<file path="src/rtl/gem_pkg.sv">
// Shared definitions for the GEM cluster front end: cluster field layout
// and the VFAT-to-FEB mapping used by the decoder.
package gem_pkg;

    localparam int ADR_LSB = 0;
    localparam int ADR_MSB = 10;
    localparam int CNT_LSB = 11;
    localparam int CNT_MSB = 13;
    localparam int VFAT_LSB = ADR_LSB + 6;

    localparam logic [4:0] FEB_INVALID = 5'd24;

    // VFATs 0,1,2 sit on FEBs 0,8,16; every third VFAT advances the FEB by one.
    function automatic logic [4:0] vfat_to_feb(input logic [4:0] vfat);
        logic [4:0] feb;
        if (vfat < 5'd24) begin
            feb = ((vfat % 5'd3) * 5'd8) + (vfat / 5'd3);
        end else begin
            feb = FEB_INVALID;
        end
        return feb;
    endfunction

endpackage

</file>
<file path="src/rtl/gem_feb_stretch.sv">
// Per-FEB activity stretcher: holds the active bit for 1+stretch_bx bx
// after the most recent hit, retriggering on every new hit.
module gem_feb_stretch #(
    parameter int STRW = 4
) (
    input  logic            clock,
    input  logic            global_reset,
    input  logic            hit,
    input  logic [STRW-1:0] stretch_bx,
    output logic            active
);

    localparam logic [STRW-1:0] TIMER_ONE = {{(STRW-1){1'b0}}, 1'b1};

    logic [STRW-1:0] timer_r;
    logic            active_r;

    // Load on hit, otherwise count a running timer down to zero.
    always_ff @(posedge clock) begin
        if (global_reset) begin
            timer_r  <= '0;
            active_r <= 1'b0;
        end else begin
            active_r <= hit | (timer_r != '0);
            if (hit) begin
                timer_r <= stretch_bx;
            end else if (timer_r != '0) begin
                timer_r <= timer_r - TIMER_ONE;
            end else begin
                timer_r <= timer_r;
            end
        end
    end

    assign active = active_r;

endmodule

</file>
<file path="src/rtl/gem_cluster_decoder.sv">
// GEM cluster front end: registers incoming clusters with valid flags,
// builds the stretched active-FEB list and keeps per-FEB hit counters.
module gem_cluster_decoder
    import gem_pkg::*;
#(
    parameter int MXCLST   = 8,
    parameter int CLSTBITS = 14,
    parameter int MXFEB    = 24,
    parameter int STRW     = 4,
    parameter int HCW      = 16
) (
    input  logic                         clock,
    input  logic                         global_reset,
    input  logic [MXCLST*CLSTBITS-1:0]   gemdata,
    input  logic [STRW-1:0]              stretch_bx,
    input  logic                         cnt_clear,
    input  logic [4:0]                   cnt_sel,
    output logic [MXCLST*CLSTBITS-1:0]   cluster_q,
    output logic [MXCLST-1:0]            vpf_q,
    output logic [3:0]                   ncluster,
    output logic                         overflow,
    output logic [MXFEB-1:0]             active_feb_list,
    output logic [HCW-1:0]               hit_cnt
);

    localparam int NCW = 4;
    localparam logic [NCW-1:0] NCL_ONE = {{(NCW-1){1'b0}}, 1'b1};
    localparam logic [4:0]     FEB_NUM = 5'(MXFEB);

    logic [MXCLST-1:0]          vpf_s;
    logic [NCW-1:0]             ncl_s;
    logic [MXCLST*CLSTBITS-1:0] cluster_r;
    logic [MXCLST-1:0]          vpf_r;
    logic [NCW-1:0]             ncl_r;
    logic                       ovf_r;
    logic [4:0]                 feb_s   [MXCLST];
    logic [MXFEB-1:0]           hit_s;
    logic [NCW-1:0]             add_s   [MXFEB];
    logic [HCW:0]               sum_s   [MXFEB];
    logic [HCW-1:0]             cnt_nxt_s [MXFEB];
    logic [HCW-1:0]             cnt_r   [MXFEB];
    logic [HCW-1:0]             hit_cnt_r;
    logic [MXFEB-1:0]           afl_s;

    // Valid flag and popcount of the incoming bx (adr[10:9]==2'b11 marks an empty slot).
    always_comb begin
        ncl_s = '0;
        for (int i = 0; i < MXCLST; i++) begin
            vpf_s[i] = ~(gemdata[i*CLSTBITS+ADR_LSB+9 +: 2] == 2'b11);
            ncl_s    = ncl_s + (vpf_s[i] ? NCL_ONE : '0);
        end
    end

    // Stage 1 registers.
    always_ff @(posedge clock) begin
        if (global_reset) begin
            cluster_r <= '0;
            vpf_r     <= '0;
            ncl_r     <= '0;
            ovf_r     <= 1'b0;
        end else begin
            cluster_r <= gemdata;
            vpf_r     <= vpf_s;
            ncl_r     <= ncl_s;
            ovf_r     <= &vpf_s;
        end
    end

    // FEB id of each registered cluster.
    always_comb begin
        for (int i = 0; i < MXCLST; i++) begin
            feb_s[i] = vfat_to_feb(cluster_r[i*CLSTBITS+VFAT_LSB +: 5]);
        end
    end

    // Per-FEB hit flag and number of valid clusters; invalid FEB ids match nothing.
    always_comb begin
        for (int f = 0; f < MXFEB; f++) begin
            hit_s[f] = 1'b0;
            add_s[f] = '0;
            for (int i = 0; i < MXCLST; i++) begin
                if (vpf_r[i] && (feb_s[i] == 5'(f))) begin
                    hit_s[f] = 1'b1;
                    add_s[f] = add_s[f] + NCL_ONE;
                end else begin
                    hit_s[f] = hit_s[f];
                    add_s[f] = add_s[f];
                end
            end
        end
    end

    // Saturating next value for every hit counter.
    always_comb begin
        for (int f = 0; f < MXFEB; f++) begin
            sum_s[f] = {1'b0, cnt_r[f]} + {{(HCW+1-NCW){1'b0}}, add_s[f]};
            if (sum_s[f][HCW]) begin
                cnt_nxt_s[f] = '1;
            end else begin
                cnt_nxt_s[f] = sum_s[f][HCW-1:0];
            end
        end
    end

    // Hit counters; clear wins over the increment of the same bx.
    always_ff @(posedge clock) begin
        if (global_reset || cnt_clear) begin
            for (int f = 0; f < MXFEB; f++) begin
                cnt_r[f] <= '0;
            end
        end else begin
            for (int f = 0; f < MXFEB; f++) begin
                cnt_r[f] <= cnt_nxt_s[f];
            end
        end
    end

    // Registered counter readback; out-of-range selects read zero.
    always_ff @(posedge clock) begin
        if (global_reset) begin
            hit_cnt_r <= '0;
        end else if (cnt_sel < FEB_NUM) begin
            hit_cnt_r <= cnt_r[cnt_sel];
        end else begin
            hit_cnt_r <= '0;
        end
    end

    for (genvar f = 0; f < MXFEB; f++) begin : g_feb
        gem_feb_stretch #(
            .STRW(STRW)
        ) u_stretch (
            .clock       (clock),
            .global_reset(global_reset),
            .hit         (hit_s[f]),
            .stretch_bx  (stretch_bx),
            .active      (afl_s[f])
        );
    end

    assign cluster_q       = cluster_r;
    assign vpf_q           = vpf_r;
    assign ncluster        = ncl_r;
    assign overflow        = ovf_r;
    assign active_feb_list = afl_s;
    assign hit_cnt         = hit_cnt_r;

endmodule

</file>
<file path="config.mk">
export PLATFORM = sky130hd
export DESIGN_NAME = gem_cluster_decoder
export DESIGN_NICKNAME = d
export VERILOG_FILES = /design/src/rtl/gem_pkg.sv /design/src/rtl/gem_feb_stretch.sv /design/src/rtl/gem_cluster_decoder.sv
export SDC_FILE = /design/constraint.sdc
export NUM_CORES = 2
export LEC_CHECK = 0
export CAP_MARGIN = 25
export CORE_MARGIN = 4
export CORE_UTILIZATION = 40
export DETAILED_ROUTE_END_ITERATION = 12
export PLACE_DENSITY = 0.6
export SYNTH_ARGS = -nofsm -noshare
export SYNTH_HDL_FRONTEND = slang
export SYNTH_HIERARCHICAL = 1
export SYNTH_SLANG_ARGS = --single-unit
</file>
<file path="constraint.sdc">
create_clock -name clock -period 13.4 [get_ports clock]
set_input_delay 2.68 -clock clock [delete_from_list [all_inputs] [get_ports clock]]
set_output_delay 2.68 -clock clock [all_outputs]
set_load 0.05 [all_outputs]
</file>
==> run summary <==
Hold Path Class -> reg2reg
Critical path's slowest cell -> dfxtp_1
Synth warnings -> 6
Vias/cell -> 5.575
CTS tree -> yes
Gate power share -> 30.1%
FP Rows -> 132
Sw Ratio -> 34.70%
Residual DRC -> 0
First-pass GRT wire length -> 249000 µm
Unrepaired setup endpoints after global routing -> false
Async set or reset register ratio after synthesis -> 0%
Post CTS Setup Buffer Count -> 0
Routed WL per cell -> 19.61 µm
Mapped Cells -> 6236
Clock latency on the worst-skew pair -> 0.70 ns
Reg-to-Reg Start -> cluster_q[23]
Final Instance Area -> 59310 µm²
Core Footprint -> 129600 µm²
Synthesized cell area -> 52230 µm²
Top Ports -> 289
R2R setup slack -> 2.07 ns
Area grow syn2layout -> 13.55%
# clock sinks -> 645
Nets -> 6911
Max Clk Rate -> 0.08823 GHz
DRT antenna net count -> 0
GP Congestion -> 0.9827
Met2 GRT Util -> 36.51%
Dpl cells -> 8070
Top_reg_cell synth -> dfxtp_1
Vias in the first global route -> 42500
PD cells -> 106.4 nW/µm²
Critical Path Max Stage Delay -> 0.87 ns
Detailed router's first-iteration violation count -> 3358
Cells on Worst Hold Path -> 2
Fin crit period -> 11.33 ns
Die Height -> 369.3 µm
Clock power share -> 34.3%
Worst Hold Path EP -> g_feb[10].u_stretch/timer_r[1]
Max-slew headroom -> 22.38%
CP required -> 13.99 ns
Antenna violations before repair -> 5
Setup violations, final -> 0
Layout cells sized above 1 -> 8.556%
Max IR drop VDD -> 0.09375 mV
Final wirelength -> 161100 µm
CP Max Fanout -> 25
Max_cap viols -> 0
Final hold violations -> 0
Die X -> 369.3 µm
Hold Startpoint -> g_feb[10].u_stretch/timer_r[1]
Arr. time, crit path -> 11.92 ns
Status -> completed
Final non-filler cell total -> 8218
HPWL after DPL -> 126500 µm
Final period utilization -> 84.58%
Largest net degree at the start of global routing -> 197
Clock tree buffer depth -> 3
Int Power -> 4.122 mW
Critical Path End Type -> register
Total placed instance area -> 56640 µm²
H-tree levels -> 3
CTS buffer count -> 78
Reg clk slew, reported paths -> 0.06 ns
First-pass DRT Iterations -> 6
Initial Utilization -> 40.28%
PnR Total Power -> 6.312 mW
Met3 Use GR -> 3.659%
Worst Reg-to-Reg Cells -> 41
# fillers -> 12600
Seq/Total Area, Yosys -> 24.72%
Crit path kind -> reg2reg
Most Crowded Layer GR -> met2
Total die area -> 136400 µm²
Final max-slew violation count -> 0
Grt ovf -> 0
Synth unique cells -> 134
Syn_nets -> 6733
Power share of the sequential group -> 35.7%
Seq cells post-synth -> 645
Synthesized area per cell -> 8.375 µm²
Final hold slack -> 0.5114 ns
Worst Max-Slew Pin Slew -> 1.154 ns
Static leakage -> 22.99 nW
Reg-to-reg endpoint -> cnt_r[21][0]
GR Util met1 -> 30.72%
CTS Hold Bufs -> 0
# port buffers -> 288
Via count -> 45820
Clock skew -> 0.04689 ns
Net Switching -> 2.190 mW
Total GRT Usage -> 22.92%
CTS Root Cell -> clkbuf_16
Number of synthesized flops with an enable pin -> 0
Startpoint Class -> register
Total Negative Setup Slacks -> 0 ns
Worst path most repeated cell -> ha_1
Post-CTS sizing -> 0
==> power by group through the flow <==
stage	registers [mW]	logic [mW]	clock network, mW
CTS	2.25	1.90	2.24
global placement	2.29	1.85	0
floorplan	2.43	1.19	0
global route	2.27	2.08	2.31
detailed placement	2.29	1.88	0
finish	2.25	1.90	2.16
==> metrics by stage <==
stage	setup slack, ns	utilization (%)
after floorplan	3.371	-
after global placement	2.410	43.69
after detailed placement	2.408	43.69
after CTS	2.305	45.69
after global routing	1.041	45.74
final	2.066	45.75
==> sequential cells by signal, summed over array words and instances (netlist names) <==
signal                   flops
g_feb.u_stretch/active      24
g_feb.u_stretch/timer_r     96
overflow                     1
vpf_q                        8
ncluster                     4
hit_cnt                     16
cnt_r                      384
cluster_q                  112
==> routing by layer <==
layer	vias to the layer above	part of all wire, %	wire length [µm]
met5	-	0.0074	12
met4	2	4.7	7559
met3	274	5.6	9057
met2	1232	45	71720
met1	21660	45	72780
li1	22650	-	-
==> worst max path at each step <==
stage               slack [ns]           from             to
global route              1.04  cluster_q[23]   cnt_r[21][0]
global placement          2.41  cluster_q[37]  cnt_r[17][15]
floorplan                 3.37  cluster_q[37]  cnt_r[15][15]
CTS                       2.30  cluster_q[23]   cnt_r[21][0]
detailed placement        2.41  cluster_q[23]   cnt_r[21][0]
finish                    2.07  cluster_q[23]   cnt_r[21][0]
==> Yosys cell counts, types with 15 or more instances <==
master / n / area share, %
nand3_1: 282 / 2.7
o21ai_0: 188 / 1.8
o211a_1: 58 / 1.1
or2_2: 22 / 0.26
nor4_1: 37 / 0.44
clkbuf_1: 185 / 1.3
and4_1: 15 / 0.25
a22oi_1: 23 / 0.33
a21o_1: 40 / 0.57
o22ai_1: 16 / 0.19
mux2i_1: 70 / 1.3
xnor2_2: 17 / 0.53
buf_2: 34 / 0.33
nor3b_1: 53 / 0.76
o221ai_1: 33 / 0.55
xnor2_1: 349 / 5.9
nand3b_1: 26 / 0.37
ha_1: 345 / 8.3
nor2b_1: 199 / 2.4
o211ai_1: 61 / 0.88
or4_1: 38 / 0.55
xor2_1: 353 / 5.9
a31oi_1: 69 / 0.83
inv_1: 380 / 2.7
nand2_1: 524 / 3.8
fa_1: 28 / 1.1
a21oi_1: 488 / 4.7
mux4_2: 112 / 4.8
a211oi_1: 23 / 0.33
dfxtp_1: 645 / 25
nor3b_2: 25 / 0.60
nor3_1: 179 / 1.7
nor2_1: 395 / 2.8
or3_1: 56 / 0.67
mux2_2: 70 / 1.5
xnor3_1: 15 / 0.65
and2_1: 67 / 0.80
nand2b_1: 131 / 1.6
o21a_1: 21 / 0.30
o31ai_1: 16 / 0.23
nand4_1: 171 / 2.0
and3_1: 37 / 0.44
==> critical path: cells and delay by family (launching register included) <==
family / cells / cell delay (ns)
simple gates: 17 / 3.41
mux: 1 / 0.29
buf+inv: 2 / 0.23
compound gates: 10 / 2.58
xor+xnor: 3 / 0.83
flops: 1 / 0.87
fa+ha+maj: 8 / 3.01
==> area by class of cell <==
cell class / instances / area, µm² / area share (%)
sequential: 645 / 12910 / 21.77
inverter: 384 / 1441 / 2.430
clock inverter: 26 / 327.8 / 0.5527
clock buffer: 115 / 2261 / 3.812
timing repair buffer: 344 / 3342 / 5.635
tap: 1742 / 2180 / 3.675
antenna: 1 / 2.502 / 0.004219
multi-input combinational: 4961 / 36840 / 62.12
==> placed cells by master, fill, tap and decap left out, types with 36 or more instances in the layout <==
cell type        Yosys  final
o21ai_0            188    188
and2_1              67     67
a21o_1              40     40
nor4_1              37     36
o211a_1             58     58
inv_1              380    380
nand3_1            282    282
nand2b_1           131    131
xor2_1             353    353
a31oi_1             69     69
clkdlybuf4s50_1      0    284
clkbuf_16            0     78
nor2b_1            199    199
nand4_1            171    171
dfxtp_1            645    645
buf_4                5     50
and3_1              37     37
nand2_1            524    524
mux4_2             112    112
nor2_1             395    395
nor3_1             179    177
ha_1               345    345
mux2_2              70     70
xnor2_1            349    349
or3_1               56     56
o211ai_1            61     61
a21oi_1            488    488
or4_1               38     38
mux2i_1             70     70
nor3b_1             53     53
==> logic make-up (layout without fill, tap and decap cells) <==
group	Yosys count	count (layout)	synth area share, %
other	0	1	0
multiplexers	256	256	7.800
AND/OR/NAND/NOR	2358	2358	24.24
buffers and inverters	630	869	4.774
AO/OA/AOI/OAI	1215	1215	15.16
adder cells (fa/ha/maj)	375	375	9.376
flip-flops	645	645	24.72
XOR/XNOR	757	757	13.93
Note: power is estimated with default switching activity, not from simulation.
